**src/rtl/i2c_target.sv**
```systemverilog
// I2C target front end decoding [addr+rw][reg_id][data...] frames.
// Define I2C_TARGET_AUTOINC_EN to advance the register pointer per data byte.
module i2c_target #(
  parameter logic [6:0] ADDRESS     = 7'b1110000,
  parameter int         SYNC_STAGES = 2
) (
  input  logic       clk_i,
  input  logic       rst_ni,
  input  logic       scl_i,
  input  logic       sda_i,
  output logic       sda_oe_o,
  output logic [7:0] reg_addr_o,
  output logic [7:0] reg_wdata_o,
  output logic       reg_we_o,
  output logic       reg_re_o,
  input  logic [7:0] reg_rdata_i,
  output logic       busy_o
);

`ifdef I2C_TARGET_AUTOINC_EN
  localparam bit AutoInc = 1'b1;
`else
  localparam bit AutoInc = 1'b0;
`endif

  typedef enum logic [3:0] {
    IDLE, ADDR, ADDR_ACK, REG, REG_ACK,
    WDATA, WDATA_ACK, RDATA, RDATA_ACK, WAIT_STOP
  } state_e;

  logic [SYNC_STAGES-1:0] scl_sync_q, sda_sync_q;
  logic scl_prev_q, sda_prev_q;
  logic scl_s, sda_s;
  logic rise, fall, start, stop;

  state_e     state_q, state_d;
  logic [2:0] cnt_q, cnt_d;
  logic [7:0] sh_q, sh_d;
  logic       ph_q, ph_d;
  logic       rw_q, rw_d;
  logic       sda_oe_q, sda_oe_d;
  logic [7:0] addr_q, addr_d;
  logic [7:0] wdata_q, wdata_d;
  logic       we_q, we_d;
  logic       re_q, re_d;
  logic       busy_q, busy_d;
  logic [7:0] byte_in;
  logic       last;

  assign scl_s = scl_sync_q[SYNC_STAGES-1];
  assign sda_s = sda_sync_q[SYNC_STAGES-1];
  assign rise  = scl_s & ~scl_prev_q;
  assign fall  = ~scl_s & scl_prev_q;
  assign start = scl_s & scl_prev_q & sda_prev_q & ~sda_s;
  assign stop  = scl_s & scl_prev_q & ~sda_prev_q & sda_s;

  assign byte_in = {sh_q[6:0], sda_s};
  assign last    = (cnt_q == 3'd7);

  always_ff @(posedge clk_i or negedge rst_ni) begin
    if (!rst_ni) begin
      scl_sync_q <= '1;
      sda_sync_q <= '1;
      scl_prev_q <= 1'b1;
      sda_prev_q <= 1'b1;
      state_q    <= IDLE;
      cnt_q      <= 3'd0;
      sh_q       <= 8'h00;
      ph_q       <= 1'b0;
      rw_q       <= 1'b0;
      sda_oe_q   <= 1'b0;
      addr_q     <= 8'h00;
      wdata_q    <= 8'h00;
      we_q       <= 1'b0;
      re_q       <= 1'b0;
      busy_q     <= 1'b0;
    end else begin
      scl_sync_q <= {scl_sync_q[SYNC_STAGES-2:0], scl_i};
      sda_sync_q <= {sda_sync_q[SYNC_STAGES-2:0], sda_i};
      scl_prev_q <= scl_s;
      sda_prev_q <= sda_s;
      state_q    <= state_d;
      cnt_q      <= cnt_d;
      sh_q       <= sh_d;
      ph_q       <= ph_d;
      rw_q       <= rw_d;
      sda_oe_q   <= sda_oe_d;
      addr_q     <= addr_d;
      wdata_q    <= wdata_d;
      we_q       <= we_d;
      re_q       <= re_d;
      busy_q     <= busy_d;
    end
  end

  always_comb begin
    state_d  = state_q;
    cnt_d    = cnt_q;
    sh_d     = sh_q;
    ph_d     = ph_q;
    rw_d     = rw_q;
    sda_oe_d = sda_oe_q;
    addr_d   = addr_q;
    wdata_d  = wdata_q;
    we_d     = 1'b0;
    re_d     = 1'b0;
    busy_d   = busy_q;

    // Read data arrives the clk after the strobe; MSB goes straight out.
    if (re_q) begin
      sh_d     = reg_rdata_i;
      sda_oe_d = ~reg_rdata_i[7];
      if (AutoInc) addr_d = addr_q + 8'd1;
    end
    if (we_q && AutoInc) addr_d = addr_q + 8'd1;

    unique case (state_q)
      IDLE: ;
      ADDR, REG, WDATA: begin
        if (rise) begin
          sh_d  = byte_in;
          cnt_d = cnt_q + 3'd1;
          if (last) begin
            ph_d = 1'b0;
            if (state_q == ADDR) begin
              if (byte_in[7:1] == ADDRESS) begin
                state_d = ADDR_ACK;
                rw_d    = byte_in[0];
                busy_d  = 1'b1;
              end else begin
                state_d = WAIT_STOP;
                busy_d  = 1'b0;
              end
            end else if (state_q == REG) begin
              addr_d  = byte_in;
              state_d = REG_ACK;
            end else begin
              wdata_d = byte_in;
              we_d    = 1'b1;
              state_d = WDATA_ACK;
            end
          end
        end
      end
      ADDR_ACK, REG_ACK, WDATA_ACK: begin
        // First fall starts the ACK, rise marks it seen, second fall ends it.
        if (fall && !ph_q) sda_oe_d = 1'b1;
        if (rise) ph_d = 1'b1;
        if (fall && ph_q) begin
          sda_oe_d = 1'b0;
          ph_d     = 1'b0;
          cnt_d    = 3'd0;
          if (state_q == ADDR_ACK && rw_q) begin
            state_d = RDATA;
            re_d    = 1'b1;
          end else if (state_q == ADDR_ACK) begin
            state_d = REG;
          end else begin
            state_d = WDATA;
          end
        end
      end
      RDATA: begin
        if (rise) begin
          cnt_d = cnt_q + 3'd1;
          if (last) begin
            state_d = RDATA_ACK;
            ph_d    = 1'b0;
          end
        end
        if (fall) begin
          sh_d     = {sh_q[6:0], 1'b0};
          sda_oe_d = ~sh_q[6];
        end
      end
      RDATA_ACK: begin
        if (fall && !ph_q) sda_oe_d = 1'b0;
        if (rise) begin
          if (sda_s) state_d = WAIT_STOP;
          else       ph_d    = 1'b1;
        end
        if (fall && ph_q) begin
          state_d = RDATA;
          re_d    = 1'b1;
          cnt_d   = 3'd0;
          ph_d    = 1'b0;
        end
      end
      WAIT_STOP: sda_oe_d = 1'b0;
      default:   state_d  = IDLE;
    endcase

    if (start) begin
      state_d  = ADDR;
      cnt_d    = 3'd0;
      ph_d     = 1'b0;
      sda_oe_d = 1'b0;
      we_d     = 1'b0;
      re_d     = 1'b0;
    end
    if (stop) begin
      state_d  = IDLE;
      cnt_d    = 3'd0;
      ph_d     = 1'b0;
      sda_oe_d = 1'b0;
      busy_d   = 1'b0;
      we_d     = 1'b0;
      re_d     = 1'b0;
    end
  end

  assign sda_oe_o    = sda_oe_q;
  assign reg_addr_o  = addr_q;
  assign reg_wdata_o = wdata_q;
  assign reg_we_o    = we_q;
  assign reg_re_o    = re_q;
  assign busy_o      = busy_q;

endmodule

```
**config.mk**
```make
export PLATFORM = sky130hd
export DESIGN_NAME = i2c_target
export DESIGN_NICKNAME = d
export VERILOG_FILES = /design/src/rtl/i2c_target.sv
export SDC_FILE = /design/constraint.sdc
export NUM_CORES = 1
export LEC_CHECK = 0
export CAP_MARGIN = 20
export CORE_ASPECT_RATIO = 0.5
export CORE_UTILIZATION = 54
export CTS_CLUSTER_SIZE = 30
export DETAILED_ROUTE_END_ITERATION = 16
export GPL_TIMING_DRIVEN = 0
export HOLD_SLACK_MARGIN = 0.1
export PLACE_DENSITY = 0.81
export RECOVER_POWER = 100
export SYNTH_ARGS = -nofsm -noshare
export SYNTH_HDL_FRONTEND = slang
export SYNTH_SLANG_ARGS = --single-unit
```
**constraint.sdc**
```tcl
create_clock -name clk_i -period 2.5 [get_ports clk_i]
set_input_delay 0.375 -clock clk_i [delete_from_list [all_inputs] [get_ports clk_i]]
set_output_delay 0.375 -clock clk_i [all_outputs]
set_load 0.01 [all_outputs]
```
# Word-level counts from Yosys, hierarchy flattened
# Cells that the tools add are included.
op_classes:
  muxes: 62
  bitwise: 15
  add_sub_neg: 1
  eq_ne: 24
  n_reduce_logical: 23
op_table:
  columns: ["cell", "n"]
  rows:
  - ["$mux W4", 12]
  - ["$mux W1", 34]
  - ["$mux W8", 3]
  - ["$ne A4 B4 Y1 const B", 5]
  - ["$ne A5 B5 Y1 const B", 4]
  - ["$pmux W4 S5", 1]
  - ["$mux W3", 6]
  - ["$eq A4 B3 Y1 const B", 4]
  - ["$pmux W8 S2", 1]
  - ["$reduce_and A5 Y1", 3]
  - ["$ne A4 B1 Y1 const B", 3]
  - ["$eq A4 B2 Y1 const B", 2]
  - ["$eq A4 B4 Y1 const B", 2]
  - ["$not A1 Y1", 8]
  - ["$reduce_and A8 Y1", 1]
  - ["$reduce_bool A2 Y1", 4]
  - ["$reduce_or A4 Y1", 2]
  - ["$and A1 B1 Y1", 7]
  - ["$eq A7 B7 Y1 const B", 1]
  - ["$pmux W3 S2", 1]
  - ["$reduce_and A6 Y1", 1]
  - ["$reduce_or A3 Y1", 2]
  - ["$reduce_bool A5 Y1", 1]
  - ["$eq A4 B1 Y1 const B", 1]
  - ["other kinds (14)", 16]
word_totals:
  regBits: 43
  out_inout_bits: 20
  input_bits: 12

# Logic depth before layout (Yosys ltp)
# Gate-level depths: netlist (run 1).
logic_depth:
  ltp_word: 8
  ltp_mapped: 6
  depth_no_buf: 5

# Least setup slack after synthesis (run 1)
# OpenSTA, ideal clock, no wires.
synth_path:
  path_type: "register to register"
  startpoint: "register sda_sync_q[1]"
  endpoint: "register state_q[1]"
  path_stages_with_launch: 6
  t_arrival_ns: 1.631
  synth_period_minus_slack_ns: 1.759
  setup_slack_ns: 0.741
  cell_sequence: "dfstp_2 > clkbuf_1 > a21bo_2 > a21oi_1 > o22a_1 > mux2_1"
synth_between:
  elab_chain_cells: 4
  elab_cells_between_ends: 14
  cone_classes: "eq/ne (8); mux (2); bitwise (3); reduce/logical (1)"
synth_rtl:
  columns: ["item", "line_no", "text"]
  rows:
  - ["start: declaration", "31", "logic [SYNC_STAGES-1:0] scl_sync_q, sda_sync_q;"]
  - ["start signal: assignment", "79", "sda_sync_q <= {sda_sync_q[SYNC_STAGES-2:0], sda_i};"]
  - ["$not A1 Y1", "54", "assign start = scl_s & scl_prev_q & sda_prev_q & ~sda_s;"]
  - ["$and A1 B1 Y1", "54", null]
  - ["$ne A5 B5 Y1 (no source line), or another cell as far along", null, null]
  - ["$reduce_and A8 Y1 (no source line) or $mux W4 (tied branches)", null, null]
  - ["end signal: assignment", "82", "state_q <= state_d;"]
  - ["end: declaration", "36", "state_e state_q, state_d;"]
# Parallel ways exist; a longest one is shown, timed or not.
# A chain may end at the register's enable or synchronous reset.

# Worst setup path in the final report (run 1)
layout_path:
  startpoint: "register state_q[1]"
  endpoint: "register addr_q[4] (netlist: reg_addr_o[4])"
layout_between:
  elab_chain_cells: 3
  elab_cells_between_ends: 6
  cone_classes: "eq/ne (3); bitwise (1); reduce/logical (2)"
layout_rtl:
  columns: ["item", "line_no", "text"]
  rows:
  - ["$eq A4 B1 Y1, or another cell as far along", "117, 125", null]
  - ["$reduce_or A3 Y1 or $not A1 Y1 (tied branches)", null, null]
  - ["$reduce_and A5 Y1 (no source line) *", null, null]
  - ["end signal: assignment", "88", "addr_q <= addr_d;"]
  - ["end: declaration", "42", "logic [7:0] addr_q, addr_d;"]
# Every way passes the cells marked *; elsewhere a longest branch is shown, timed or not.

==> results.txt, run 1 <==
Max-Cap Viols - 0
Max Freq - 0.459 GHz
crit share post-route - 87.2%
final wirelength - 4830 um
Core ar. - 3920 um^2
Final Hold Vio Count - 0
Least-Margin Pin Slew - 886 ps
Setup Viol. Count Final - 0
CTS tree - built
Mean Syn Cell Area - 11.1 um^2
cells after synthesis - 201
Buf/Inv on CP - 2
worst-skew pair later-pin latency - 300 ps
Initial Util - 56.8%
Worst-path clk slew - 80 ps
Largest delay share family, worst path - buffers and inverters
grt ovf - 0
R2R setup slack - 320 ps
Place WS - 474 ps
P&R area growth vs syn - 21.3%
Tmin final - 2180 ps
worst-case clock skew - 8.47 ps
Pleak - 0.00121 uW
Distinct cells, synth - 54
power per cell area - 663 nW/um^2
crit-path cells - clkbuf_1, clkbuf_1, nand3b_1, mux2_2
Post-synth EDFFs - 0
1st-iter DRT viols - 108
Pre-antenna DRT Iters - 5
share of layout cells above drive strength 1 - 16.3%
post-CTS setup buffer count - 0
GP Congestion - 0.878
Num CTS Buffers - 5
HPWL Detailed - 3420 um
fin worst setup slack - 321 ps
die area - 4400 um^2
CP Class - reg2reg
Worst R2R Path Depth - 4
die height - 47.4 um
Die Wd - 92.8 um
Port Buffer Count - 31
FP Rows - 16
WP data arrival - 2360 ps
post-CTS resize count - 0
Syn Std Cell Area - 2230 um^2
sequential-to-total area share from yosys stat - 47.5%
Clock Path Buffers - 2
Worst Path Required - 2680 ps
vias in the first global route - 1581
CTS sink cnt - 42
Ys Warns - 0
Final nets - 253
min-delay worst type - in2async
most used cell, CP - clkbuf_1
residual DRC count - 0
Worst R2R Start - state_q[1]$_DFFE_PN0P_
H-tree depth - 2
hold buffers post-CTS - 0
Critical Path Max Stage Delay - 450 ps
ant diodes - 0
initial antenna violation count - 0
worst relative slew slack - 40.9%
WL/cell - 16.5 um
Avg Vias per Cell - 6.08
register bit total from synthesis - 42
first-pass GRT wire length - 7610 um
I/O pin count - 32
Top FF cell, synth - dfrtp_1
worst-path maximum fanout - 10
Total Routing Usage GR - 23.6%
antenna-violating nets left - 0
Crit-path slowest cell - nand3b_1
Max Slew Vio Count - 0
critical path launch point type - flop
RSZ-0062 raised after global routing - no
Post-synth ARST share - 100%
largest net degree at the start of global routing - 43
VDD IR max - 439 uV
status - finished, final reports clean
Vias - 1780
Reg-to-Reg End - reg_addr_o[4]$_DFFE_PN0P_
setup TNS - 0 ps
Mapped Nets - 215
root buffer cell - clkbuf_8
Worst setup EP type - flop
[cells in the mapped netlist (4+ instances only)]
| library cell | instances | area [um^2] |
|---|---|---|
| o211ai_1 | 5 | 37.5 |
| nand3_1 | 5 | 25.0 |
| nand2_1 | 16 | 60.1 |
| mux2_2 | 18 | 203 |
| nor2b_1 | 4 | 25.0 |
| clkbuf_1 | 6 | 22.5 |
| and3b_1 | 4 | 35.0 |
| dfrtp_1 | 36 | 901 |
| mux2i_1 | 13 | 130 |
| dfstp_2 | 6 | 158 |
| inv_1 | 4 | 15.0 |
| a21oi_1 | 10 | 50.1 |
| mux2_1 | 4 | 45.0 |
| buf_2 | 6 | 30.0 |
| o21ai_0 | 7 | 35.0 |
[logic make-up (layout without fill, tap and decap cells)]
logic type | after synthesis | after routing | synth area share, %
buf+inv | 16 | 54 | 3.03
compound gates | 42 | 42 | 13.2
fa+ha+maj | 2 | 2 | 1.12
xor+xnor | 2 | 2 | 0.786
simple gates | 62 | 62 | 17.4
flops | 42 | 42 | 47.5
mux | 35 | 35 | 17.0
[power breakdown]
part | switching, uW | internal [uW]
Sequential | 61.6 | 735
Combinational | 250 | 195
Clock | 230 | 320
[worst reg2reg max path, cell delays in order, from the launching register on]
cell	delay (ps)
dfrtp_1	430
clkbuf_1	340
clkbuf_1	430
nand3b_1	450
mux2_2	410
[how the worst max path moves through the flow]
stage / start / endpoint / slack [ps] / depth (start not counted)
3_3_place_gp: rst_ni / state_q[2]$_DFFE_PN0P_ / 100 / 1
2_1_floorplan: sda_sync_q[1]$_DFF_PN1_ / state_q[1]$_DFFE_PN0P_ / 740 / 5
5_1_grt: state_q[1]$_DFFE_PN0P_ / sh_q[4]$_DFF_PN0_ / 200 / 5
6_report: state_q[1]$_DFFE_PN0P_ / reg_addr_o[4]$_DFFE_PN0P_ / 320 / 4
3_5_place_dp: sda_sync_q[1]$_DFF_PN1_ / state_q[2]$_DFFE_PN0P_ / 470 / 5
4_1_cts: sda_sync_q[1]$_DFF_PN1_ / state_q[2]$_DFFE_PN0P_ / 440 / 5
[flip-flops by register name, indices dropped and copies added, names as in the netlist, 2 cells and up]
register and flops:
reg_addr_o 8, reg_wdata_o 8, sh_q 7, state_q 4, cnt_q 3, scl_sync_q 2
sda_sync_q 2
[layer usage]
| metal | track usage (%) | part of all wire [%] | vias up | routed length, um |
|---|---|---|---|---|
| met3 | 6.19 | 5.9 | 7 | 285 |
| met1 | 32.8 | 48 | 886 | 2330 |
| li1 | - | - | 822 | - |
| met5 | 0 | 0 | - | 0 |
| met4 | 9.23 | 1.2 | 0 | 60 |
| met2 | 36.6 | 45 | 65 | 2150 |
[cell type report]
type                            instances  area [um^2]
Fill cell                             318         1220
Multi-Input combinational cell        143         1090
Sequential cell                        42         1060
Timing Repair Buffer                   31          305
Clock buffer                            6         82.6
Tap cell                               54         67.6
Buffer                                 12         48.8
Clock inverter                          1         30.0
Inverter                                4         15.0
[cells in the final DEF, fill, tap and decap left out, types with 5 or more instances in the layout]
cell type,n
clkbuf_1,9
a21oi_1,10
nand3_1,5
clkbuf_8,6
mux2_2,18
nand2_1,16
nand3b_1,5
clkdlybuf4s50_1,8
o211ai_1,5
o21ai_0,7
mux2i_1,13
dfrtp_1,36
dlygate4sd3_1,22
[stage by stage]
stage / util (%) / total power [uW] / std cells / hold WS, ps / instance area, um^2
2_1_floorplan: - / 1120 / 201 / 79.4 / 2230
3_5_place_dp: 66.3 / 1250 / 286 / 347 / 2600
6_report: 68.9 / 1790 / 293 / 200 / 2700
4_1_cts: 69.2 / 1800 / 293 / 229 / 2710
5_1_grt: 68.9 / 1890 / 293 / 272 / 2700
3_3_place_gp: 66.4 / 1240 / 286 / 346 / 2610
Power figures use the tool's default switching activity.
==> run 2, diff against run 1 <==
CORE_UTILIZATION = 56   (was 54)
CTS_BUF_LIST = sky130_fd_sc_hd__clkbuf_4   (was default)
PLACE_DENSITY = 0.84   (was 0.81)
SLEW_MARGIN = 20   (was default)
==> run 2 against run 1 <==
- sequential power rose by 0.9%
- utilization is 4.5 points higher
- non-clock buffer count is 2 higher
- worst setup slack better by 31 ps
- via count rose by 3.6%
- critical path depth unchanged
- cell area down 1.6%
- global-route usage up 3.8 points
- die area shrank 3.5%
- critical endpoint is now reg_addr_o[7]$_DFFE_PN0P_
- largest cell class unchanged
==> results.txt, run 2 (same netlist as run 1, synthesis figures left out) <==
die area - 4250 um^2 (-3.5%)
Initial Util - 61.5% (+4.7 points)
crit share post-route - 85.9% (-1.3 points)
hold_sp - scl_sync_q[0]$_DFF_PN1_
Avg Vias per Cell - 6.29 (+3.6%)
commonest non-fill, non-tap cell in the layout - dfrtp_1
R2R setup slack - 350 ps (+30 ps)
initial antenna violation count - 0 (unchanged)
worst-case clock skew - 5.78 ps (-2.69 ps)
Buf/Inv on CP - 2 (unchanged)
residual DRC count - 0 (unchanged)
Clock Path Buffers - 2 (unchanged)
Worst setup EP type - flop
WP data arrival - 2400 ps (+40 ps)
Crit-path slowest cell - nand3b_1
final wirelength - 5200 um (+7.8%)
share of layout cells above drive strength 1 - 16.5% (+0.21 points)
first-pass GRT wire length - 8520 um (+12%)
CTS tree - built
largest net degree at the start of global routing - 33 (-23%)
Max Slew Vio Count - 0 (unchanged)
antenna-violating nets left - 0 (unchanged)
Pleak - 0.00120 uW (-1.3%)
Core ar. - 3620 um^2 (-7.7%)
Total Routing Usage GR - 27.4% (+3.8 points)
Least-Margin Pin Slew - 778 ps (-108 ps)
vias in the first global route - 1727 (+9.2%)
fillers - 252 (-21%)
critical path launch point type - flop
fin worst setup slack - 352 ps (+31.4 ps)
worst-skew pair later-pin latency - 360 ps (+60 ps)
Max-Cap Viols - 0 (unchanged)
Largest delay share family, worst path - buffers and inverters
Worst Path Required - 2760 ps (+80 ps)
Num CTS Buffers - 5 (unchanged)
worst hold path cell count - 0
most frequent cells in the layout - dfrtp_1, dlygate4sd3_1, mux2_2, nand2_1, mux2i_1
status - finished, final reports clean
min-delay worst type - reg2reg
most used cell, CP - clkbuf_1
Multi-input gate area - 1090 um^2 (unchanged)
setup TNS - 0 ps (unchanged)
hold buffers post-CTS - 1 (+1)
Critical Path Max Stage Delay - 440 ps (about the same)
Tmin final - 2150 ps (-31.4 ps)
1st-iter DRT viols - 136 (+26%)
FP Rows - 15 (-1)
Port Buffer Count - 31 (unchanged)
I/O pin count - 32 (unchanged)
Worst R2R Start - state_q[1]$_DFFE_PN0P_
post-CTS resize count - 0 (unchanged)
Vias - 1844 (+3.6%)
worst-path maximum fanout - 10 (unchanged)
WL/cell - 17.8 um (+7.8%)
Die Wd - 91.2 um (-1.8%)
grt ovf - 0 (unchanged)
RSZ-0062 raised after global routing - no
Pre-antenna DRT Iters - 5 (unchanged)
VDD IR max - 299 uV (-32%)
Worst R2R Path Depth - 4 (unchanged)
Max Freq - 0.466 GHz (+1.5%)
ant diodes - 0 (unchanged)
H-tree depth - 2 (unchanged)
Worst-path clk slew - 130 ps (+50 ps)
area taken by flip-flops and latches - 1060 um^2 (unchanged)
Place WS - 511 ps (+36.6 ps)
CP Class - reg2reg
placed insts - 284 (-0.70%)
Final nets - 255 (+0.79%)
Setup Viol. Count Final - 0 (unchanged)
die height - 46.6 um (-1.7%)
P&R area growth vs syn - 19.3%
root buffer cell - clkbuf_4
power per cell area - 608 nW/um^2 (-8.2%)
crit-path cells - clkbuf_1, clkbuf_1, nand3b_1, mux2_2
Reg-to-Reg End - reg_addr_o[7]$_DFFE_PN0P_
post-CTS setup buffer count - 0 (unchanged)
Final Hold Vio Count - 0 (unchanged)
HPWL Detailed - 3720 um (+8.8%)
Layout Cells excl Fill - 293 (unchanged)
CTS sink cnt - 42 (unchanged)
worst relative slew slack - 48.1% (+7.2 points)
GP Congestion - 0.925 (+5.3%)
Hold Path End - scl_sync_q[1]$_DFF_PN1_
==> run 2: final cells by class <==
| type | instances | area share, % |
|---|---|---|
| inverters | 4 | 0.565 |
| multi-input cells | 143 | 41.2 |
| clock buffers | 6 | 1.69 |
| well taps | 51 | 2.40 |
| plain buffers | 12 | 1.84 |
| repair buffers | 33 | 12.0 |
| clock inverters | 2 | 0.518 |
| flip-flops and latches | 42 | 39.8 |
==> run 2: metal layers <==
layer  share of wire (%)  track usage, %
met2                  45            46.2
met4                 2.0            10.8
met1                  44            36.1
met3                 8.2            5.61
met5                   0               0
==> run 2: where the power goes <==
part | leakage [uW] | total, uW | switching (uW) | internal (uW)
logic | 0.000599 | 458 | 261 | 197
clock network | 0.0000356 | 355 | 233 | 122
registers | 0.000560 | 804 | 69.2 | 735
total | 0.00120 | 1620 | 564 | 1050
==> run 2: how the worst max path moves through the flow <==
stage / cells after the start / slack [ps] / start / to
after floorplan: 5 / 740 / sda_sync_q[1]$_DFF_PN1_ / state_q[1]$_DFFE_PN0P_
after global placement: 1 / 60 / rst_ni / state_q[3]$_DFFE_PN0P_
after detailed placement: 5 / 510 / sda_sync_q[1]$_DFF_PN1_ / state_q[2]$_DFFE_PN0P_
after CTS: 5 / 480 / sda_sync_q[1]$_DFF_PN1_ / state_q[2]$_DFFE_PN0P_
after global routing: 4 / 250 / state_q[1]$_DFFE_PN0P_ / reg_wdata_o[7]$_DFFE_PN0P_
final: 4 / 350 / state_q[1]$_DFFE_PN0P_ / reg_addr_o[7]$_DFFE_PN0P_
==> run 2: through the flow <==
step	total power, uW	util, %	area, um^2	hold WS (ps)
finish	1620	73.4	2660	372
global route	1700	73.4	2660	376
CTS	1620	74.2	2690	368
detailed placement	1270	72.3	2620	267
global placement	1250	71.8	2600	346
floorplan	1120	-	2230	79.4
==> run 3, diff against run 2 <==
PLACE_DENSITY = 0.82   (was 0.84)
==> run 3 against run 2 <==
- first-iteration DRC count shrank 2.9%
- critical path depth grew 1
- clock power shrank 6.2%
- die area is the same
- cell area is the same
- hold slack lost 0.65 ps
- critical endpoint is now sh_q[2]$_DFF_PN0_
- highest routed layer unchanged
==> results.txt, run 3 (same netlist as run 1, synthesis figures left out) <==
status - finished, final reports clean
VDD IR max - 406 uV (+36%)
Final Util - 73.4% (unchanged)
Setup Viol. Count Final - 0 (unchanged)
antenna-violating nets left - 0 (unchanged)
Least-Margin Pin Slew - 794 ps (+15.1 ps)
residual DRC count - 0 (unchanged)
vias in the first global route - 1615 (-6.5%)
worst-path maximum fanout - 10 (unchanged)
grt ovf - 0 (unchanged)
Worst setup EP type - flop
worst relative slew slack - 47.1% (-1.0 points)
crit-path cells - clkbuf_1, clkbuf_1, nand4_1, a21oi_2, mux2i_1
WL/cell - 17.1 um (-3.6%)
placed insts - 284 (unchanged)
min-delay worst type - reg2reg
CP Class - reg2reg
Layout Cells excl Fill - 293 (unchanged)
top layer in use - met4
H-tree depth - 2 (unchanged)
P&R area growth vs syn - 19.3% (unchanged)
Worst Path Required - 2770 ps (about the same)
most frequent cells in the layout - dfrtp_1, dlygate4sd3_1, mux2_2, nand2_1, mux2i_1
power per cell area - 595 nW/um^2 (-2.2%)
Multi-input gate area - 1090 um^2 (unchanged)
Max-Cap Viols - 0 (unchanged)
setup TNS - 0 ps (unchanged)
Final nets - 255 (unchanged)
CTS tree - built
die area - 4250 um^2 (unchanged)
Num CTS Buffers - 5 (unchanged)
commonest non-fill, non-tap cell in the layout - dfrtp_1
Max Slew Vio Count - 0 (unchanged)
Clock Path Buffers - 2 (unchanged)
most used cell, CP - clkbuf_1
post-CTS setup buffer count - 0 (unchanged)
worst-case clock skew - 8.60 ps (+2.82 ps)
met2 wire len - 2300 um (-2.4%)
Final Hold Vio Count - 0 (unchanged)
fillers - 252 (unchanged)
R2R setup slack - 330 ps (-30 ps)
Largest delay share family, worst path - buffers and inverters
WP data arrival - 2440 ps (+40 ps)
critical path launch point type - flop
RSZ-0062 raised after global routing - no
Die Wd - 91.2 um (unchanged)
Initial Util - 61.5% (unchanged)
Port Buffer Count - 31 (unchanged)
ant diodes - 0 (unchanged)
die height - 46.6 um (unchanged)
worst-skew pair later-pin latency - 340 ps (-20 ps)
Vias - 1742 (-5.5%)
Crit-path slowest cell - a21oi_2
largest net degree at the start of global routing - 34 (+3.0%)
root buffer cell - clkbuf_4
initial antenna violation count - 0 (unchanged)
Buf/Inv on CP - 2 (unchanged)
Critical Path Max Stage Delay - 460 ps (+20 ps)
1st-iter DRT viols - 132 (-2.9%)
I/O pin count - 32 (unchanged)
first-pass GRT wire length - 8150 um (-4.4%)
area taken by flip-flops and latches - 1060 um^2 (unchanged)
Worst-path clk slew - 120 ps (about the same)
Pre-antenna DRT Iters - 4 (-1)
Core ar. - 3620 um^2 (unchanged)
final wirelength - 5020 um (-3.6%)
wire length on met3 - 326 um (-23%)
GP Congestion - 0.896 (-3.1%)
CTS sink cnt - 42 (unchanged)
Max Freq - 0.460 GHz (-1.2%)
crit share post-route - 87.0% (+1.0 points)
Avg Vias per Cell - 5.95 (-5.5%)
share of layout cells above drive strength 1 - 16.5% (unchanged)
Pleak - 0.00120 uW (unchanged)
met1 wire length - 2360 um (+2.0%)
Total Routing Usage GR - 26.1% (-1.3 points)
FP Rows - 15 (unchanged)
HPWL Detailed - 3800 um (+2.1%)
Tmin final - 2170 ps (+25.9 ps)
[run 3: cell counts in the layout (fill, tap and decap cells not counted)]
Identical to the previous run, type by type.
[run 3: cell type report]
| class | instances | share of cell area, % |
|---|---|---|
| flip-flops and latches | 42 | 39.8 |
| repair buffers | 33 | 12.0 |
| multi-input cells | 143 | 41.2 |
| plain buffers | 12 | 1.84 |
| well taps | 51 | 2.40 |
| clock inverters | 2 | 0.518 |
| clock buffers | 6 | 1.69 |
| inverters | 4 | 0.565 |
[run 3: final timing paths]
path	from	to	depth (start not counted)
setup / recovery	state_q[1]$_DFFE_PN0P_	sh_q[2]$_DFF_PN0_	5
hold / removal	scl_sync_q[0]$_DFF_PN1_	scl_sync_q[1]$_DFF_PN1_	0
setup reg to reg	state_q[1]$_DFFE_PN0P_	sh_q[2]$_DFF_PN0_	5
hold reg to reg	scl_sync_q[0]$_DFF_PN1_	scl_sync_q[1]$_DFF_PN1_	0
max in group asynchronous	rst_ni	ph_q$_DFFE_PN0P_	3
min in group asynchronous	rst_ni	reg_wdata_o[3]$_DFFE_PN0P_	2
[run 3: per-stage QoR]
step	total power, uW	worst slack (ps)	area, um^2	hold slack, ps
floorplan	1120	741	2230	79.4
global placement	1240	67.0	2600	346
detailed placement	1260	465	2620	252
CTS	1600	443	2690	367
global route	1680	239	2660	379
finish	1580	326	2660	372
[run 3: power breakdown]
part / leakage, uW / switching [uW] / internal, uW / total, uW
logic: 0.000599 / 256 / 197 / 452
registers: 0.000560 / 60.4 / 735 / 796
clock network: 0.0000356 / 212 / 122 / 333
[run 3: per-layer routing]
layer,vias up,global-route usage (%)
met5,-,0
met2,71,42.7
li1,835,-
met1,832,36.1
met3,4,6.27
met4,0,5.71
[run 3: repair_timing]
| item | 4_1_cts | 5_1_grt |
|---|---|---|
| endpoints found under the hold margin | 9 | 0 |
| endpoints found under the setup margin | 0 | 0 |
| hold buffers | 1 | 0 |
| resized for setup | 0 | 0 |
==> RTL edit, RTL diff (settings of run 1) <==
`addr_q` no longer has a reset.
--- a/src/rtl/i2c_target.sv
+++ b/src/rtl/i2c_target.sv
@@ -69,7 +69,6 @@
       ph_q       <= 1'b0;
       rw_q       <= 1'b0;
       sda_oe_q   <= 1'b0;
-      addr_q     <= 8'h00;
       wdata_q    <= 8'h00;
       we_q       <= 1'b0;
       re_q       <= 1'b0;
@@ -85,12 +84,15 @@
       ph_q       <= ph_d;
       rw_q       <= rw_d;
       sda_oe_q   <= sda_oe_d;
-      addr_q     <= addr_d;
       wdata_q    <= wdata_d;
       we_q       <= we_d;
       re_q       <= re_d;
       busy_q     <= busy_d;
     end
+  end
+
+  always_ff @(posedge clk_i) begin
+    addr_q <= addr_d;
   end
 
   always_comb begin
Behaviour: same outputs for any inputs over 10 cycles, from zero or initial values and one cycle with rst_ni low; that may be too few to reach the edited logic, so the function may still have changed.
==> RTL edit against run 1 <==
- the run now ends with max-capacitance violations, max-slew violations left
- routed wire length up 3.5%
- first-iteration DRC count down 6.5%
- core utilization up 3.6 points
- setup slack better by 0.085 ns
- via count down 2.0%
- count of clock-buffer cells in the layout unchanged
- synthesized area down 3.6%
- total power up 18%
- design area down 2.9%
- sequential share of layout area up 2.7 points
- sequential cell count unchanged
- largest power group unchanged
==> RTL edit: results (changes against run 1) <==
* Internal Power at 1360 uW (+9.1%)
* Routed len/inst at 17.4 microns (+5.3%)
* RR Endpoint: sh_q[2]
* Max VDD drop at 0.000530 V (+21%)
* Sequential area share after synthesis at 0.512 (+0.0366)
* Post-synthesis mux area share at 0.113 (-0.0565)
* Slowest CP cell: dfstp_1
* Largest net degree at the start of global routing at 35 (-19%)
* Final Cycle Share at 0.838 (-0.0339)
* Worst Setup SP: scl_sync_q[1]
* Final Routed Wirelength at 5000 microns (+3.5%)
* Post-synthesis compound-gate area fraction at 0.147 (+0.0149)
* Via Count at 1744 (-2.0%)
* Ranking of synthesized cells by area: dfrtp_1 (33%), edfxtp_1 (11%), dfstp_2 (7.3%)
* First DRT Iteration DRCs at 101 (-6.5%)
* Final Slew Violations at 35 (+35)
* Mapped Cells at 197 (-2.0%)
* GR Util met3 at 0.0792 (+0.0173)
* Adder-cell share of the synthesized area at 0.0117 (+0.000425)
* Share of layout cells above drive strength 1 at 0.122 (-0.0408)
* Pre-CTS setup slack at 0.582 ns (+0.108 ns)
* Most instantiated cells after synthesis: dfrtp_1 (28), nand2_1 (15), a21oi_1 (14)
* Met3 wire length at 448 microns (+57%)
* Outcome: complete, but fails checks
* Grt met1 use at 0.342 (+0.0148)
* Post-synth EDFFs at 8 (+8)
* Gpl congestion at 0.899 (+2.4%)
* Vias in the first global route at 1640 (+3.7%)
* Clk_skew at 0.00460 ns (-0.00388 ns)
* Worst-margin pin slew at 1.83 ns (+0.941 ns)
* Fin Hold WS at 0.365 ns (+0.165 ns)
* Detail Placement HPWL at 3560 microns (+4.0%)
* Asr flop ratio synth at 0.810 (-0.190)
* Nets at 250 (-1.2%)
* Count of cell types in the netlist at 57 (+5.6%)
* Leakage Power at 0.00115 uW (-4.9%)
* WL met1 at 2220 microns (-4.9%)
* GRT Total Usage at 0.262 (+0.0263)
* Max_cap viols at 1 (+1)
* Data arrival, critical path at 2.32 ns (-0.04 ns)
* R2R Setup Slk at 0.41 ns (+0.08 ns)
* Initial DRT Pass Iterations at 4 (-1)
* Violated checks: max-capacitance violations, max-slew violations
* Syn nets at 211 (-1.9%)
RTL edit: changes by cell type in the layout (fill, tap and decap cells not counted), moves of 5 or more:
cell      before  now
o21ai_1        0    7
edfxtp_1       0    8
nor2_1         3    8
mux2_1         4    9
dfrtp_1       36   28
mux2_2        18    1
RTL edit: area by class of cell:
| class | instances | area, sq um |
|---|---|---|
| Sequential cell | 42 | 1100 |
| Clock inverter | 2 | 37.5 |
| Fill cell | 269 | 998 |
| Multi-Input combinational cell | 136 | 955 |
| Buffer | 13 | 65.1 |
| Inverter | 6 | 22.5 |
| Timing Repair Buffer | 32 | 309 |
| Clock buffer | 6 | 72.6 |
| Tap cell | 51 | 63.8 |
RTL edit: power by group through the flow:
stage	Clock (uW)	Sequential [uW]	Combinational, uW
CTS	544	955	623
floorplan	0	925	465
global placement	0	960	612
finish	537	958	623
global route	571	977	692
detailed placement	0	969	621
